`config.mk`:
```
export PLATFORM = sky130hd
export DESIGN_NAME = bus_dispatch
export DESIGN_NICKNAME = d
export VERILOG_FILES = /design/src/rtl/bus_dispatch.sv
export SDC_FILE = /design/constraint.sdc
export NUM_CORES = 1
export LEC_CHECK = 0
export ABC_AREA = 0
export BUFFER_PORTS_ARGS = -buffer_cell sky130_fd_sc_hd__buf_2
export CAP_MARGIN = 20
export CORE_AREA = 3 3 40 42
export DETAILED_ROUTE_END_ITERATION = 10
export DIE_AREA = 0 0 43 45
export SLEW_MARGIN = 20
export SYNTH_ARGS = -nofsm -noshare
export SYNTH_HDL_FRONTEND = slang
export SYNTH_SLANG_ARGS = --single-unit
```
`constraint.sdc`:
```
create_clock -name clk -period 1.6 [get_ports clk]
set_input_delay 0.16 -clock clk [delete_from_list [all_inputs] [get_ports clk]]
set_output_delay 0.16 -clock clk [all_outputs]
set_load 0.01 [all_outputs]
```
`src/rtl/bus_dispatch.sv`:
```
// One-to-many bus distributor: steers each accepted word into one per-destination
// output register (or all of them on broadcast), each with its own valid/ready.
module bus_dispatch #(
   parameter int BUS_WIDTH = 1,
   parameter int NB_OUTS   = 2,
   parameter int IDX_WIDTH = 1
) (
   input  logic                 clk,
   input  logic                 rst_n,
   input  logic                 in_valid,
   output logic                 in_ready,
   input  logic [BUS_WIDTH-1:0] in_data,
   input  logic [IDX_WIDTH-1:0] in_dest,
   input  logic                 in_bcast,
   output logic [NB_OUTS-1:0]   out_valid,
   input  logic [NB_OUTS-1:0]   out_ready,
   output logic [BUS_WIDTH-1:0] out_buses [NB_OUTS-1:0],
   output logic                 drop_err,
   output logic [7:0]           drop_count
);

   logic [NB_OUTS-1:0] slot_free;
   logic [NB_OUTS-1:0] dest_sel;
   logic [NB_OUTS-1:0] load_p0;
   logic               dest_legal;
   logic               accept;
   logic               drop_p0;

   // One-hot decode of the destination; an out-of-range index decodes to all zeros.
   always_comb begin
      dest_sel = '0;
      for (int k = 0; k < NB_OUTS; k++)
         dest_sel[k] = (in_dest == IDX_WIDTH'(k));
   end

   assign slot_free  = ~out_valid | out_ready;
   assign dest_legal = |dest_sel;

   always_comb begin
      if (in_bcast)
         in_ready = &slot_free;
      else if (dest_legal)
         in_ready = |(dest_sel & slot_free);
      else
         in_ready = 1'b1;
   end

   assign accept  = in_valid & in_ready;
   assign load_p0 = accept ? (in_bcast ? {NB_OUTS{1'b1}} : dest_sel) : '0;
   assign drop_p0 = accept & ~in_bcast & ~dest_legal;

   // Stage boundary: slot registers and drop bookkeeping.
   always_ff @(posedge clk or negedge rst_n) begin
      if (!rst_n) begin
         out_valid  <= '0;
         drop_err   <= 1'b0;
         drop_count <= '0;
         for (int k = 0; k < NB_OUTS; k++)
            out_buses[k] <= '0;
      end else begin
         out_valid <= load_p0 | (out_valid & ~out_ready);
         drop_err  <= drop_p0;
         if (drop_p0 && drop_count != 8'hFF)
            drop_count <= drop_count + 8'd1;
         for (int k = 0; k < NB_OUTS; k++)
            if (load_p0[k])
               out_buses[k] <= in_data;
      end
   end

endmodule

```
==> impl_metrics.toml <==
[sta]
whs_ns = 0.158
drv_slew = 0
finalClockSkew_ns = 0.000413
min_period_ns = 1.49
rsz0062_at_grt = "false"
hold_viol = 0
fmax_mhz = 673
finalCritPeriodShare_pct = 92.9
tns_ns = 0
setup_viol = 0

[grt]
grt_util_all_layers_pct = 7.03
gr-total-overflow = 0
grt_max_degree = 7
antenna_found_initial = 0
grt_pass1_vias = 212
grt_first_pass_wirelength_um = 876

[critical_path]
required_ns = 1.44
worstPathMaxFanout = 4
setup.worst_path.class = "flip-flop to primary output"
end_kind = "primary output"
arrival_ns = 1.33
cp-start-kind = "flip-flop"

[placement]
place_congestion = 0.606
dpl-instance-area_um2 = 328
place_inst = 56
port-buffer-count = 12

[floorplan]
fp-row-count = 13
fp.coreArea_um2 = 1280
io_pins = 22
start_util_pct = 22.3
design.die.area_um2 = 1940
die_y_um = 45
die_w_um = 43

[power_and_ir_drop]
vdd_ir_drop_max_uv = 319
leakagePower_nw = 0.188
power_density_nw_per_um2 = 927

[route]
drt_iter0_drc = 3
first_pass_iters = 2
vias = 241
drc = 0
wl_um = 535
ant_nets = 0
wl_per_cell_um = 8.92
via_per_inst = 4.02

[logic_synthesis]
synth_area_per_cell_um2 = 9.55
synth.area.top_cells = "dfrtp_1 35%, buf_4 24%, mux2_1 7.9%"
yosysSeqAreaShare_pct = 34.9
syn_inst = 30
synth_top_area_cell = "dfrtp_1"
ys_ff_latch = 4
synth.distinct_cells = 18
yosys_warnings = 0
yosysTopAreaCellShare_pct = 34.9
synth_area_um2 = 287

[clock_network]
cts.sinks = 4
cts_max_level = 1
clock_tree.root_cell = "clkbuf_4"
clock_path_buffers = 2
cts_tree = "built"
path_clk_slew_ns = 0.04
cts_buffers = 3
clk_latency_ns = 0.23
cts_setup_buffers = 0

[cells_and_area]
layout.nets = 55
fin_area_um2 = 367
area_delta_synth_final_pct = 27.9
fillCellCount = 144
instances_no_fill = 60
drive_gt1_share_pct = 40.0
diodes = 0

[run_status]
outcome = "complete, no violations"

[min_path]
hold_path_class = "input pin to flip-flop"

[job]
maxCapViolCount = 0
flip-flops by register name, indices dropped and copies added, names as in the netlist:
signal and count:
out_valid 2, out_buses 2
cell usage in the layout, fill, tap and decap left out, types with 2 or more instances in the layout:
master / Yosys / final
conb_1: 1 / 9
mux2_1: 2 / 2
buf_2: 0 / 12
clkbuf_4: 0 / 3
dfrtp_1: 4 / 4
worst paths after layout:
| path | startpoint | slack, ns | to | cells after the start |
|---|---|---|---|---|
| worst min register to register | out_buses[1]$_DFFE_PN0P_ | 0.48 | out_buses[1]$_DFFE_PN0P_ | 1 |
| worst min-delay path | in_data | 0.16 | out_buses[0]$_DFFE_PN0P_ | 2 |
| worst max register to register | out_valid[0]$_DFF_PN0_ | 0.31 | out_buses[1]$_DFFE_PN0P_ | 3 |
| min in group asynchronous | rst_n | 0.26 | out_valid[0]$_DFF_PN0_ | 2 |
| max in group asynchronous | rst_n | 1.22 | out_valid[1]$_DFF_PN0_ | 2 |
| worst max-delay path | out_valid[1]$_DFF_PN0_ | 0.11 | in_ready | 4 |
repair_timing:
| action | in CTS | in global routing |
|---|---|---|
| endpoints found under the hold margin | 4 | 0 |
| endpoints found under the setup margin | 0 | 1 |
| hold buffers | 1 | 0 |
| gates resized for setup | 0 | 1 |
cell usage after synthesis, drive strengths merged:
cell type,number
nand3b,1
nand3,1
or2,1
dfrtp,4
nand4,1
a211oi,1
conb,1
a21oi,1
o22ai,1
nand2b,1
nand2,1
buf,9
o21ai,1
or2b,1
mux2,3
nor2b,2
layer usage:
metal / vias to the layer above / share of wire [%] / track usage (%) / routed length [um]
li1: 115 / - / - / -
met1: 112 / 36 / 7.09 / 191
met2: 14 / 50 / 9.28 / 270
met3: 0 / 14 / 7.17 / 74
met4: 0 / 0 / 3.61 / 0
met5: - / 0 / 0 / 0
cells by family (layout without fill, tap and decap cells):
family          after synthesis  in the layout  share of synthesized area [%]
buf+inv                       9             16                           23.6
flops                         4              4                           34.9
compound gates                4              4                           8.30
simple gates                  9              9                           20.1
other cells                   1              9                           1.31
mux                           3              3                           11.8
cell type report:
type,count,area (um2),share of cell area (%)
timing repair buffer,13,70.1,19.1
multi-input combinational,25,155,42.3
tap,15,18.8,5.12
sequential,4,100,27.3
clock buffer,3,22.5,6.14
through the flow:
stage          utilization [%]  power [W]  worst slack, ns
2_1_floorplan                -   0.000193            0.334
5_1_grt                   28.5   0.000381           0.0170
6_report                  28.5   0.000340            0.114
3_3_place_gp              25.5   0.000214            0.335
3_5_place_dp              25.5   0.000216            0.305
4_1_cts                   28.0   0.000347           0.0780
power breakdown:
group / total [W] / switching [W] / internal, W
Clock: 0.000122 / 0.0000383 / 0.0000837
Combinational: 0.0000918 / 0.0000496 / 0.0000421
Sequential: 0.000126 / 0.00000803 / 0.000118
worst max-delay path, cell delays in order (launching register included):
cell and delay (ns):
dfrtp_1 0.38, nor2b_1 0.17, mux2_2 0.28, o22ai_2 0.12, buf_2 0.15
No activity file was read; power rests on OpenSTA's default activity.
